<file path="src/rtl/rv_memory.sv">
// rv_memory: memory-access stage of the RV32I pipeline.
// Issues data-bus loads/stores over a req/ack handshake, lane-aligns store
// data and byte enables, stalls upstream while an access is outstanding and
// registers the raw read word plus pass-through controls for rv_write.
// Optional feature macro: RV_MISALIGN_TRAP_EN (misaligned accesses are
// suppressed and flagged on o_misaligned instead of being issued).
//
// Handshake: o_bus_req is held high with stable request fields until a cycle
// in which i_bus_ack is also high; that cycle completes the access and
// i_bus_rdata is sampled in it. Ack without a request is ignored.
module rv_memory (
    input  logic        i_clk,
    input  logic        i_reset_n,
    input  logic        i_valid,
    input  logic [31:0] i_alu_result,
    input  logic [31:0] i_wdata,
    input  logic        i_mem_write,
    input  logic        i_reg_write,
    input  logic [4:0]  i_rd,
    input  logic [1:0]  i_res_src,
    input  logic [29:0] i_pc_p4,
    input  logic [2:0]  i_funct3,
    output logic        o_stall,
    output logic        o_bus_req,
    output logic        o_bus_we,
    output logic [29:0] o_bus_addr,
    output logic [3:0]  o_bus_sel,
    output logic [31:0] o_bus_wdata,
    input  logic        i_bus_ack,
    input  logic [31:0] i_bus_rdata,
    output logic [31:0] o_data,
    output logic [31:0] o_alu_result,
    output logic        o_reg_write,
    output logic [4:0]  o_rd,
    output logic [1:0]  o_res_src,
    output logic [29:0] o_pc_p4,
    output logic [2:0]  o_funct3,
    output logic        o_misaligned,
    output logic        o_dbg_state
);

    // Must match RESULT_SRC_MEMORY in rv_defines.vh.
    localparam logic [1:0] RESULT_SRC_MEMORY = 2'b01;

    typedef enum logic {S_IDLE = 1'b0, S_WAIT = 1'b1} state_t;

    state_t      state_q, state_d;
    logic [1:0]  size;
    logic        is_access;
    logic        misaligned;
    logic        misalign_trap;
    logic        mem_op;
    logic        bus_req;
    logic        load_done;

    logic [31:0] data_q, data_d;
    logic [31:0] alu_result_q, alu_result_d;
    logic        reg_write_q, reg_write_d;
    logic [4:0]  rd_q, rd_d;
    logic [1:0]  res_src_q, res_src_d;
    logic [29:0] pc_p4_q, pc_p4_d;
    logic [2:0]  funct3_q, funct3_d;

    // Classify the instruction and build lane-aligned byte enables / data.
    always_comb begin
        size        = i_funct3[1:0];
        is_access   = i_valid & (i_mem_write | (i_res_src == RESULT_SRC_MEMORY))
                      & (size != 2'b11);
`ifdef RV_MISALIGN_TRAP_EN
        misaligned  = ((size == 2'b01) & i_alu_result[0]) |
                      ((size == 2'b10) & (i_alu_result[1:0] != 2'b00));
`else
        misaligned  = 1'b0;
`endif
        misalign_trap = is_access & misaligned;
        mem_op        = is_access & ~misaligned;
        o_bus_addr    = i_alu_result[31:2];
        o_bus_we      = i_mem_write;
        o_bus_sel     = 4'b0000;
        o_bus_wdata   = i_wdata;
        case (size)
            2'b00: begin
                o_bus_sel   = 4'b0001 << i_alu_result[1:0];
                o_bus_wdata = {4{i_wdata[7:0]}};
            end
            2'b01: begin
                o_bus_sel   = i_alu_result[1] ? 4'b1100 : 4'b0011;
                o_bus_wdata = {2{i_wdata[15:0]}};
            end
            2'b10: begin
                o_bus_sel   = 4'b1111;
                o_bus_wdata = i_wdata;
            end
            default: begin
                o_bus_sel   = 4'b0000;
                o_bus_wdata = i_wdata;
            end
        endcase
    end

    // Access FSM: IDLE issues a request for a memory op, WAIT holds it until ack.
    always_comb begin
        state_d = state_q;
        bus_req = 1'b0;
        case (state_q)
            S_IDLE: begin
                bus_req = mem_op;
                if (mem_op & ~i_bus_ack) state_d = S_WAIT;
            end
            S_WAIT: begin
                bus_req = 1'b1;
                if (i_bus_ack) state_d = S_IDLE;
            end
            default: state_d = S_IDLE;
        endcase
        // Reset drops the request immediately, abandoning any outstanding access.
        o_bus_req   = bus_req & i_reset_n;
        o_stall     = o_bus_req & ~i_bus_ack;
        load_done   = o_bus_req & i_bus_ack & ~i_mem_write;
        o_dbg_state = state_q;
    end

    // FSM state register.
    always_ff @(posedge i_clk or negedge i_reset_n) begin
        if (!i_reset_n) state_q <= S_IDLE;
        else            state_q <= state_d;
    end

    // Output register next-state: load when free, insert a bubble when stalled.
    always_comb begin
        data_d       = data_q;
        alu_result_d = alu_result_q;
        reg_write_d  = 1'b0;
        rd_d         = rd_q;
        res_src_d    = res_src_q;
        pc_p4_d      = pc_p4_q;
        funct3_d     = funct3_q;
        if (!o_stall) begin
            data_d       = load_done ? i_bus_rdata : 32'h0;
            alu_result_d = i_alu_result;
            reg_write_d  = i_valid & i_reg_write & ~misalign_trap;
            rd_d         = i_rd;
            res_src_d    = i_res_src;
            pc_p4_d      = i_pc_p4;
            funct3_d     = i_funct3;
        end
    end

    // Output register toward rv_write.
    always_ff @(posedge i_clk or negedge i_reset_n) begin
        if (!i_reset_n) begin
            data_q       <= 32'h0;
            alu_result_q <= 32'h0;
            reg_write_q  <= 1'b0;
            rd_q         <= 5'h0;
            res_src_q    <= 2'h0;
            pc_p4_q      <= 30'h0;
            funct3_q     <= 3'h0;
        end else begin
            data_q       <= data_d;
            alu_result_q <= alu_result_d;
            reg_write_q  <= reg_write_d;
            rd_q         <= rd_d;
            res_src_q    <= res_src_d;
            pc_p4_q      <= pc_p4_d;
            funct3_q     <= funct3_d;
        end
    end

`ifdef RV_MISALIGN_TRAP_EN
    logic misaligned_q, misaligned_d;

    // Misalignment flag: set for the trapped instruction, cleared by bubbles.
    always_comb begin
        misaligned_d = o_stall ? 1'b0 : misalign_trap;
    end

    // Misalignment flag register.
    always_ff @(posedge i_clk or negedge i_reset_n) begin
        if (!i_reset_n) misaligned_q <= 1'b0;
        else            misaligned_q <= misaligned_d;
    end

    assign o_misaligned = misaligned_q;
`else
    assign o_misaligned = 1'b0;
`endif

    assign o_data       = data_q;
    assign o_alu_result = alu_result_q;
    assign o_reg_write  = reg_write_q;
    assign o_rd         = rd_q;
    assign o_res_src    = res_src_q;
    assign o_pc_p4      = pc_p4_q;
    assign o_funct3     = funct3_q;

endmodule

</file>
<file path="config.mk">
export PLATFORM = sky130hd
export DESIGN_NAME = rv_memory
export DESIGN_NICKNAME = d
export VERILOG_FILES = /design/src/rtl/rv_memory.sv
export SDC_FILE = /design/constraint.sdc
export NUM_CORES = 1
export LEC_CHECK = 0
export BUFFER_PORTS_ARGS = -buffer_cell sky130_fd_sc_hd__buf_2
export CORE_AREA = 2 2 123 125
export CTS_BUF_LIST = sky130_fd_sc_hd__clkbuf_8
export DETAILED_ROUTE_END_ITERATION = 12
export DIE_AREA = 0 0 125 127
export GPL_TIMING_DRIVEN = 0
export HOLD_SLACK_MARGIN = 0.12
export PLACE_DENSITY = 0.68
export SETUP_SLACK_MARGIN = 0.15
export SKIP_CTS_REPAIR_TIMING = 1
export SLEW_MARGIN = 10
export SYNTH_ARGS = -nofsm -noshare
export SYNTH_HDL_FRONTEND = slang
export SYNTH_SLANG_ARGS = --single-unit
</file>
<file path="constraint.sdc">
create_clock -name i_clk -period 1.45 [get_ports i_clk]
set_input_delay 0.0725 -clock i_clk [delete_from_list [all_inputs] [get_ports i_clk]]
set_output_delay 0.0725 -clock i_clk [all_outputs]
set_load 0.01 [all_outputs]
</file>
==> After elaboration in Yosys (flattened, before gate mapping) <==
Cells that the tools add are included.
{ "classes": {"order_cmp": 0, "n_div": 0, "addsub": 0, "mux": 9, "n_bitwise": 12, "n_shift": 1, "eq_ne": 4, "n_mul": 0, "n_reduce_logical": 1} }
{ "op_table": {"columns": ["operator", "count"], "rows": [
  ["one-hot mux 32 bit (2 select lines)", 1],
  ["two-way mux 32 bit", 1],
  ["one-hot mux 4 bit (3 select lines)", 1],
  ["bitwise AND 1 bit", 8],
  ["== test 2 x 1 -> 1 bit, second input constant", 2],
  ["two-way mux 4 bit", 1],
  ["one-hot mux 1 bit (2 select lines)", 2],
  ["left shift 1 x 2 -> 4 bit, first input constant", 1],
  ["two-way mux 1 bit", 3],
  ["NOT 1 bit", 3],
  ["== test 2 bit, second input constant", 1],
  ["zero test 2 bit", 1],
  ["!= test 2 bit, second input constant", 1],
  ["bitwise OR 1 bit", 1]
]} }
{ "totals": {"inputBits": 142, "mem_bits_ro": 0, "n_memories": 0, "latch_bits": 0, "out_inout_bits": 176, "regBits": 106, "ramBits": 0, "word_cells": 35} }

==> Depth between registers and ports, before layout <==
Gate-level depths: netlist of run 1.
{ "logic_depth": {"depth_word": 9, "mapped_depth": 7, "ltp_nobuf": 4} }

==> Worst setup path after synthesis of run 1 <==
OpenSTA, ideal clock, no wires.
{ "synth_timing": {"kind": "reg-to-reg", "start": "register state_q (netlist: o_dbg_state)", "end": "register alu_result_q[25] (netlist: o_alu_result[25])", "arrival_ns": 1.417, "path_slack_ns": -0.095, "synth_period_minus_slack_ns": 1.545, "setup_ns": 0.127, "required_time_ns": 1.323, "path_buffers": 2, "stages_incl_launch_ff": 6, "cell_sequence": "dfrtp_1 inv_1 a211oi_4 buf_6 buf_6 mux2_1"} }
{ "synth_between": {"elab_chain_len": 4} }
{ "synth_rtl": {"columns": ["element", "line_no", "source"], "rows": [
  ["start: declaration", "47", "state_t state_q, state_d;"],
  ["start signal: assignment", "126", "else state_q <= state_d;"],
  ["NOT 1 bit", null, null],
  ["one-hot mux 1 bit (2 select lines) *", "105", "case (state_q)"],
  ["bitwise AND 1 bit *", "117", "o_bus_req = bus_req & i_reset_n;"],
  ["bitwise AND 1 bit *", "118", "o_stall = o_bus_req & ~i_bus_ack;"],
  ["end signal: assignment", "161", "alu_result_q <= alu_result_d;"],
  ["end: declaration", "57", "logic [31:0] alu_result_q, alu_result_d;"]
]} }
Every way passes the cells marked *; elsewhere a longest branch is shown, timed or not.
A chain may end at the register's enable or synchronous reset.

==> Worst setup path in the final report of run 1 <==
{ "layout_timing": {"start": "register state_q (netlist: o_dbg_state)", "end": "register alu_result_q[28] (netlist: o_alu_result[28])"} }
Same word-level chain as after synthesis.

==> reports/summary.txt, run 1 <==
drt first-iter violations -> 125
first-pass GRT wire length -> 20,500 µm
worst-path cell chain -> inv_2 > a211oi_4 > buf_6 > buf_4 > buf_12 > mux2_4
Placer Congestion -> 0.906
Clk pin slew, worst setup/hold paths -> 0.11 ns
final slew viol count -> 0
routed wire length -> 16,000 µm
post-synth design cell area -> 0.00466 mm²
required time of the critical path -> 1.70 ns
drc violations -> 0
MaxCap Viol Count -> 0
Chip Height -> 127 µm
dpl cells -> 834
Ys Warns -> 0
RSZ-0062 raised after global routing -> yes
Setup TNS -> -14.63 ns
startpoint types -> flip-flop
Yosys top cell by area -> dfrtp_1
synth unique cells -> 23
worst skew pair latency -> 0.37 ns
Starting Density -> 0.323
Crit Path Category -> reg -> reg
syn_area_per_cell -> 13.9 µm²
top cell type's share of synthesized area -> 0.569
area delta synth->final -> 77.0%
setup violators final -> 105
Fin Hold WS -> -0.413 ns
total CTS buffers -> 9
CTS Root Cell -> clkbuf_8
crit-path max FO -> 9
Die Width -> 125 µm
Main synth FF type -> dfrtp_1
htree depth -> 3
Syn Nets -> 477
vias after detailed routing -> 4,464
largest net degree at the start of global routing -> 86
Worst VDD drop -> 584 µV
leakage -> 4.29 nW
Final Critical Period -> 1.67 ns
initial antenna violation count -> 0
fillers -> 1,148
drt pass-1 iters -> 4
Final Instance Count excl. Fillers -> 978
max frequency -> 599 MHz
CTS max path bufs -> 2
Seq/Total Area, Yosys -> 0.569
status -> finished with violations
WL per Instance -> 16.3 µm
CTS tree -> built
Synth top cells by count -> dfrtp_1 (106), mux2_2 (82), buf_4 (45)
Worst path max stage delay -> 0.38 ns
Antenna Cells -> 0
num rows -> 44
clock skew -> 0.00988 ns
CP max-delay cell -> dfrtp_1
dominant cell by count in the synthesized netlist -> dfrtp_1
CP Capture Type -> flip-flop
GRT Residual Overflow -> 0
Async S/R FF share, synth -> 1.00
Mapped Cells -> 335
Final ANT Viol Nets -> 0
Hold Path Class -> in -> async
IO Port Bufs -> 314
Clock Sinks -> 106
worst setup margin -> -0.219 ns
#FFs+latches synth -> 106
Vias per Instance -> 4.56
nets -> 931
final hold violations -> 106
vias in the first global route -> 4,035
Core Box Area -> 0.0144 mm²
total die area -> 0.0159 mm²
Total GRT Usage -> 0.163
top post-synthesis cells by area -> dfrtp_1 (57%), mux2_2 (20%), buf_4 (7.3%)
failing checks -> hold timing, setup timing
PwrDens -> 825 mW/mm²
Tcrit/Tclk final -> 1.15
Post-Route Utilization -> 0.572
Worst Path Arrival -> 1.92 ns
Post-synth EDFFs -> 0
dpl hpwl -> 11,100 µm
layout cells sized above 1 -> 0.637
io pins -> 318
-- cell families (layout without fill, tap and decap cells) --
| family | after synthesis | after routing | synth area share |
|---|---|---|---|
| other cells | 1 | 1 | 0.000805 |
| buf+inv | 64 | 523 | 0.0932 |
| flops | 106 | 106 | 0.569 |
| simple gates | 16 | 16 | 0.0145 |
| compound gates | 51 | 51 | 0.0900 |
| mux | 97 | 97 | 0.232 |
-- layout make-up --
| cell class | instances | area, µm² | area share |
|---|---|---|---|
| well taps | 184 | 230 | 0.0279 |
| inverters | 4 | 15.0 | 0.00182 |
| plain buffers | 60 | 517 | 0.0627 |
| clock inverters | 6 | 73.8 | 0.00895 |
| clock buffers | 10 | 138 | 0.0167 |
| multi-input cells | 165 | 1710 | 0.208 |
| repair buffers | 443 | 2910 | 0.353 |
| flip-flops and latches | 106 | 2650 | 0.322 |
-- placed cells by master (no fill, tap or decap), types with 2 or more instances in the layout --
cell type      count
dfrtp_1          106
buf_4             57
o21ai_0            9
buf_6              5
a22o_1            32
buf_12             3
dlygate4sd3_1    106
nor2_1             3
inv_6              2
mux2_4            32
clkinv_4           3
clkbuf_16          3
inv_1              3
mux2i_1            9
buf_2            315
mux2_2            56
nand2_1            9
clkbuf_2           3
clkbuf_4           2
clkbuf_8          10
buf_8              7
a21oi_1            6
-- critical path, delay by kind of cell, from the launching register on --
family,cells,cell delay (ns)
AO/OA/AOI/OAI,1,0.35
buffers and inverters,4,0.53
flip-flops,1,0.38
multiplexers,1,0.29
-- stage by stage --
step	cell area [µm²]	setup slack, ns	power [mW]
4_1_cts	6730	-0.788	6.52
2_1_floorplan	4680	-0.0837	3.88
6_report	8240	-0.219	6.80
5_1_grt	8240	-0.259	7.14
3_3_place_gp	6490	-2.26	4.52
3_5_place_dp	6520	-0.930	4.57
-- sequential cells by signal (all words and copies together) (netlist names) --
name,cells
o_reg_write,1
o_rd,5
o_pc_p4,30
o_res_src,2
o_data,32
o_alu_result,32
o_dbg_state,1
o_funct3,3
-- path summary, 6_finish.rpt --
kind	start	to	slack (ns)	cells past startpoint
max in group asynchronous	i_reset_n	o_res_src[0]	1.37	3
hold reg to reg	o_alu_result[9]	o_alu_result[9]	0.51	1
hold / removal	i_reset_n	o_data[15]	-0.41	2
min in group i_clk	i_mem_write	o_data[7]	0.28	4
setup reg to reg	o_dbg_state	o_alu_result[28]	-0.22	6
setup / recovery	o_dbg_state	o_alu_result[28]	-0.22	6
-- report_power, final --
part	internal, mW	total [mW]	leakage [nW]	switching (mW)
logic	0.950	1.66	2.87	0.713
clock network	0.868	1.92	0.107	1.05
registers	3.13	3.22	1.31	0.0918
total	4.95	6.80	4.29	1.85
-- routing by layer --
layer  GRT usage  wire, µm  up-vias
li1            -         -     2051
met5           0         0        -
met2       0.309      8910      209
met4      0.0732       467        0
met3      0.0389       950       35
met1       0.172      5640     2169
No activity file was read; power rests on OpenSTA's default activity.
==> run 2: changes to the inputs <==
--- a/config.mk
+++ b/config.mk
@@ -6,13 +6,13 @@
 export NUM_CORES = 1
 export LEC_CHECK = 0
 export BUFFER_PORTS_ARGS = -buffer_cell sky130_fd_sc_hd__buf_2
-export CORE_AREA = 2 2 123 125
+export CORE_AREA = 4 4 121 123
 export CTS_BUF_LIST = sky130_fd_sc_hd__clkbuf_8
 export DETAILED_ROUTE_END_ITERATION = 12
 export DIE_AREA = 0 0 125 127
 export GPL_TIMING_DRIVEN = 0
 export HOLD_SLACK_MARGIN = 0.12
-export PLACE_DENSITY = 0.68
+export PLACE_DENSITY = 0.72
 export SETUP_SLACK_MARGIN = 0.15
 export SKIP_CTS_REPAIR_TIMING = 1
 export SLEW_MARGIN = 10
==> reports/summary.txt, run 2 (synthesis gave the netlist of run 1 again) <==
Tcrit/Tclk final -> 1.07 (-0.0829)
htree depth -> 3 (unchanged)
total die area -> 0.0159 mm² (unchanged)
most frequent cells in the layout -> buf_2 (315), dlygate4sd3_1 (106), dfrtp_1 (106), mux2_2 (82), buf_4 (53)
Fin Hold WS -> -0.363 ns (+0.0502 ns)
io pins -> 318 (unchanged)
required time of the critical path -> 1.69 ns (about the same)
cell area after layout -> 0.00804 mm² (-2.4%)
Clock power frac -> 0.272 (-0.010)
CP Capture Type -> flip-flop
CTS Root Cell -> clkbuf_8
layout cells sized above 1 -> 0.633 (-0.00403)
Die Width -> 125 µm (unchanged)
final hold violations -> 54 (-49%)
Sw Pwr -> 1.80 mW (-2.9%)
WL per Instance -> 17.1 µm (+4.5%)
drt pass-1 iters -> 4 (unchanged)
worst skew pair latency -> 0.37 ns (about the same)
dpl hpwl -> 11,500 µm (+4.0%)
MaxCap Viol Count -> 0 (unchanged)
Final Critical Period -> 1.55 ns (-0.120 ns)
Chip Height -> 127 µm (unchanged)
Placer Congestion -> 0.915 (+1.0%)
max frequency -> 646 MHz (+7.8%)
RSZ-0062 raised after global routing -> yes
switch share -> 0.272 (-0.000898)
cell-internal power -> 4.83 mW (-2.4%)
CTS tree -> built
worst setup margin -> -0.0990 ns (+0.120 ns)
GRT Residual Overflow -> 0 (unchanged)
vias after detailed routing -> 4,549 (+1.9%)
nets -> 925 (-0.64%)
setup violators final -> 73 (-30%)
CTS max path bufs -> 2 (unchanged)
Core Box Area -> 0.0137 mm² (-5.3%)
CP dominant cell by count -> buf_6
worst-path cell chain -> inv_2 > a211oi_4 > buf_6 > buf_6 > mux2_2
Vias per Instance -> 4.70 (+3.0%)
area of the multi-input gates -> 0.00161 mm² (-5.7%)
Setup TNS -> -5.53 ns (+9.09 ns)
Hold Path Class -> in -> async
Total GRT Usage -> 0.170 (+0.00670)
area delta synth->final -> 72.7%
Worst Path Arrival -> 1.79 ns (-0.13 ns)
drc violations -> 0 (unchanged)
num rows -> 43 (-2.3%)
PwrDens -> 824 mW/mm² (-0.12%)
status -> finished with violations
Register Area -> 0.00265 mm² (unchanged)
register share of total power -> 0.486 (+0.012)
Total Power -> 6.63 mW (-2.5%)
Starting Density -> 0.341 (+0.0179)
startpoint types -> flip-flop
Comb power frac -> 0.242 (-0.002)
Worst path max stage delay -> 0.38 ns (about the same)
Worst VDD drop -> 438 µV (-25%)
leakage -> 4.15 nW (-3.2%)
crit-path max FO -> 10 (+1)
Final ANT Viol Nets -> 0 (unchanged)
drt first-iter violations -> 176 (+41%)
final slew viol count -> 0 (unchanged)
Clk pin slew, worst setup/hold paths -> 0.11 ns (about the same)
placed inst area -> 0.00652 mm² (about the same)
Clock Sinks -> 106 (unchanged)
IO Port Bufs -> 314 (unchanged)
fillers -> 1,046 (-8.9%)
total CTS buffers -> 9 (unchanged)
CP max-delay cell -> dfrtp_1
clock skew -> 0.0129 ns (+0.00299 ns)
failing checks -> hold timing, setup timing
vias in the first global route -> 4,226 (+4.7%)
Antenna Cells -> 0 (unchanged)
first-pass GRT wire length -> 21,700 µm (+5.9%)
most common cell after layout, fill and taps aside -> buf_2
Crit Path Category -> reg -> reg
largest net degree at the start of global routing -> 57 (-34%)
initial antenna violation count -> 0 (unchanged)
routed wire length -> 16,500 µm (+3.4%)
run 2: cell types whose count changed in the layout (fill, tap and decap cells not counted), sizes merged:
cell	previous run	this run
buf	388	385
clkbuf	19	15
clkinv	3	2
clkinvlp	0	1
inv	6	7
run 2: per-stage QoR:
| stage | utilization | std cells | setup slack (ns) | hold slack (ns) |
|---|---|---|---|---|
| after floorplan | - | 335 | -0.0837 | -0.223 |
| after global placement | 0.474 | 829 | -2.24 | 0.291 |
| after detailed placement | 0.477 | 830 | -0.669 | 0.0633 |
| after CTS | 0.491 | 846 | -0.625 | -0.365 |
| after global routing | 0.589 | 968 | -0.159 | -0.354 |
| final | 0.589 | 968 | -0.0990 | -0.363 |
run 2: path summary, 6_finish.rpt:
kind | startpoint | to | slack, ns | cells past startpoint
min in group i_clk | i_mem_write | o_data[8] | 0.30 | 4
worst max register to register | o_dbg_state | o_alu_result[19] | -0.1 | 5
worst max-delay path | o_dbg_state | o_alu_result[19] | -0.1 | 5
max in group asynchronous | i_reset_n | o_pc_p4[18] | 1.18 | 2
worst min register to register | o_alu_result[2] | o_alu_result[2] | 0.50 | 1
worst min-delay path | i_reset_n | o_alu_result[25] | -0.36 | 1
run 2: critical path: cells and delay by family, from the launching register on:
kind	cells	cell delay, ns
AO/OA/AOI/OAI	1	0.25
multiplexers	1	0.35
flip-flops	1	0.38
buffers and inverters	3	0.45
run 2: layer usage:
metal	track usage	wire, µm	up-vias
met2	0.320	9070	246
met3	0.0443	1050	46
li1	-	-	2038
met1	0.175	5830	2219
met4	0.0848	571	0
met5	0	0	-
run 2: final cells by class:
type	count	share of cell area
clock buffer	9	0.0154
buffer	60	0.0625
timing repair buffer	437	0.353
tap	180	0.0280
inverter	4	0.00187
multi-input combinational	165	0.201
sequential	106	0.330
clock inverter	7	0.00855
run 2: power groups by stage:
stage | Combinational [mW] | Sequential [mW] | Clock [mW]
6_report | 1.60 | 3.22 | 1.80
5_1_grt | 1.72 | 3.24 | 2.01
4_1_cts | 1.29 | 3.22 | 1.89
3_5_place_dp | 1.29 | 3.28 | 0
3_3_place_gp | 1.25 | 3.26 | 0
2_1_floorplan | 0.522 | 3.36 | 0
==> run 3: changes to the inputs <==
--- a/config.mk
+++ b/config.mk
@@ -5,14 +5,15 @@
 export SDC_FILE = /design/constraint.sdc
 export NUM_CORES = 1
 export LEC_CHECK = 0
+export ABC_AREA = 1
 export BUFFER_PORTS_ARGS = -buffer_cell sky130_fd_sc_hd__buf_2
-export CORE_AREA = 4 4 121 123
+export CORE_MARGIN = 4
+export CORE_UTILIZATION = 40
 export CTS_BUF_LIST = sky130_fd_sc_hd__clkbuf_8
 export DETAILED_ROUTE_END_ITERATION = 12
-export DIE_AREA = 0 0 125 127
 export GPL_TIMING_DRIVEN = 0
 export HOLD_SLACK_MARGIN = 0.12
-export PLACE_DENSITY = 0.72
+export PLACE_DENSITY = 0.79
 export SETUP_SLACK_MARGIN = 0.15
 export SKIP_CTS_REPAIR_TIMING = 1
 export SLEW_MARGIN = 10
==> reports/summary.txt, run 3 <==
status -> finished with violations
failing checks -> hold timing, setup timing
Chip Height -> 123 µm (-3.2%)
Worst R2R Start -> o_dbg_state
drc violations -> 0 (unchanged)
crit path capture -> o_bus_req
vias after detailed routing -> 6,554 (+44%)
Async S/R FF share, synth -> 1.00 (unchanged)
Hold Path Class -> in -> async
placed inst area -> 0.00712 mm² (+9.2%)
PwrDens -> 813 mW/mm² (-1.3%)
actual slew at the worst max-slew pin -> 0.599 ns
io pins -> 318 (unchanged)
IO Port Bufs -> 316 (+0.64%)
layout cells sized above 1 -> 0.460 (-0.173)
most frequent cells in the layout -> buf_2 (331), nand2_1 (187), nand4_1 (136), dlygate4sd3_1 (106), dfrtp_1 (106)
Crit Path Category -> reg -> out
Tcrit/Tclk final -> 1.02 (-0.0506)
Worst R2R End -> o_alu_result[14]
first-pass GRT wire length -> 27,400 µm (+26%)
setup violators final -> 1 (-99%)
Starting Density -> 0.414 (+0.0730)
Final Instance Count excl. Fillers -> 1,245 (+29%)
Core Box Area -> 0.0128 mm² (-6.5%)
Synth top cells by count -> nand2_1 (240), nand4_1 (136), dfrtp_1 (106)
CTS max path bufs -> 2 (unchanged)
GRT Residual Overflow -> 0 (unchanged)
top cell type's share of synthesized area -> 0.502 (-0.0677)
Post-synth EDFFs -> 0 (unchanged)
Worst Path Arrival -> 1.40 ns (-0.39 ns)
initial antenna violation count -> 1 (+1)
area delta synth->final -> 67.6%
Yosys top cell by area -> dfrtp_1
final hold violations -> 77 (+43%)
Clock Sinks -> 106 (unchanged)
cell area after layout -> 0.00886 mm² (+10%)
num rows -> 41 (-4.7%)
Fin Hold WS -> -0.454 ns (-0.0915 ns)
Worst path max stage delay -> 0.40 ns (+0.02 ns)
total CTS buffers -> 9 (unchanged)
Vias per Instance -> 5.26 (+12%)
startpoint types -> flip-flop
final slew viol count -> 0 (unchanged)
routed wire length -> 22,500 µm (+36%)
dpl hpwl -> 14,400 µm (+25%)
RSZ-0062 raised after global routing -> yes
Total Power -> 7.21 mW (+8.7%)
CP max-delay cell -> dfrtp_1
#FFs+latches synth -> 106 (unchanged)
Seq/Total Area, Yosys -> 0.502 (-0.0677)
drt first-iter violations -> 571 (+220%)
dpl cells -> 1,110 (+34%)
Die Width -> 123 µm (-1.6%)
Total GRT Usage -> 0.234 (+0.0640)
WL per Instance -> 18.0 µm (+5.7%)
MaxCap Viol Count -> 0 (unchanged)
clock skew -> 0.00845 ns (-0.00442 ns)
crit-path max FO -> 8 (-2)
top post-synthesis cells by area -> dfrtp_1 (50%), nand2_1 (17%), nand4_1 (16%)
most common cell after layout, fill and taps aside -> buf_2
total die area -> 0.0151 mm² (-4.8%)
Ys Warns -> 0 (unchanged)
nets -> 1,211 (+31%)
dominant cell by count in the synthesized netlist -> nand2_1
worst skew pair latency -> 0.38 ns (about the same)
Worst Setup SP -> o_dbg_state
required time of the critical path -> 1.38 ns (-0.31 ns)
fillers -> 954 (-8.8%)
worst-path cell chain -> inv_2 > nand2_4 > buf_6 > buf_6 > nand2_2 > inv_1 > buf_2
leakage -> 4.93 nW (+19%)
dpl ws -> -0.710 ns (-0.0407 ns)
Placer Congestion -> 0.872 (-4.6%)
Worst VDD drop -> 692 µV (+58%)
CTS Root Cell -> clkbuf_8
Syn Nets -> 763 (+60%)
CP Capture Type -> output port
Mapped Cells -> 621 (+85%)
largest net degree at the start of global routing -> 63 (+11%)
Antenna Cells -> 0 (unchanged)
Main synth FF type -> dfrtp_1
CTS tree -> built
drt pass-1 iters -> 5 (+1)
slew margin rel. -> 0.601
syn_area_per_cell -> 8.51 µm² (-39%)
max frequency -> 678 MHz (+5.0%)
post-synth design cell area -> 0.00529 mm² (+13%)
vias in the first global route -> 5,253 (+24%)
Final Critical Period -> 1.48 ns (-0.0734 ns)
CP dominant cell by count -> buf_6
reg2reg setup slack -> 0.06 ns (+0.16 ns)
Clk pin slew, worst setup/hold paths -> 0.09 ns (-0.02 ns)
synth unique cells -> 19 (-17%)
Final ANT Viol Nets -> 0 (unchanged)
R2R cell count -> 9 (+4)
worst setup margin -> -0.0256 ns (+0.0734 ns)
htree depth -> 3 (unchanged)
==> run 3: stage by stage <==
stage / TNS, ns / utilization
floorplan: 0 / -
global placement: -289.38 / 0.555
detailed placement: -63.82 / 0.557
CTS: -21.68 / 0.573
global route: -0.143 / 0.694
finish: -0.0256 / 0.694
==> run 3: critical path, delay by kind of cell, from the launching register on <==
family        cells  cell delay, ns
flops             1            0.40
simple gates      2            0.11
buf+inv           5            0.51
==> run 3: kinds of logic after synthesis <==
family	count (synthesis)	share of synthesized area
buf+inv	108	0.138
other cells	1	0.000709
simple gates	392	0.347
compound gates	14	0.0133
flops	106	0.502
==> run 3: area by class of cell <==
type,instances,area (µm²),area share
multi-input combinational,407,2150,0.242
clock buffer,11,151,0.0171
sequential,106,2650,0.299
inverter,12,45.0,0.00508
clock inverter,4,51.3,0.00579
tap,172,215,0.0243
timing repair buffer,437,2850,0.322
buffer,96,747,0.0843
==> run 3: worst min path at each step <==
| stage | startpoint | endpoint | cells past startpoint |
|---|---|---|---|
| after CTS | i_reset_n | o_alu_result[14] | 1 |
| after global placement | i_pc_p4[3] | o_pc_p4[3] | 3 |
| after global routing | i_reset_n | o_alu_result[15] | 1 |
| final | i_reset_n | o_alu_result[15] | 1 |
| after detailed placement | i_reset_n | o_alu_result[14] | 1 |
| after floorplan | i_reset_n | o_alu_result[0] | 0 |
==> run 3: power breakdown <==
group / internal (mW) / switching [mW]
clock: 0.884 / 1.00
combinational: 0.959 / 1.11
sequential: 3.14 / 0.114
==> run 3: routing by layer <==
metal,global-route usage,wire (µm),share of wire
met2,0.386,11300,0.50
met1,0.307,8490,0.38
met3,0.0608,2010,0.089
met5,0,0,0
met4,0.0616,642,0.029
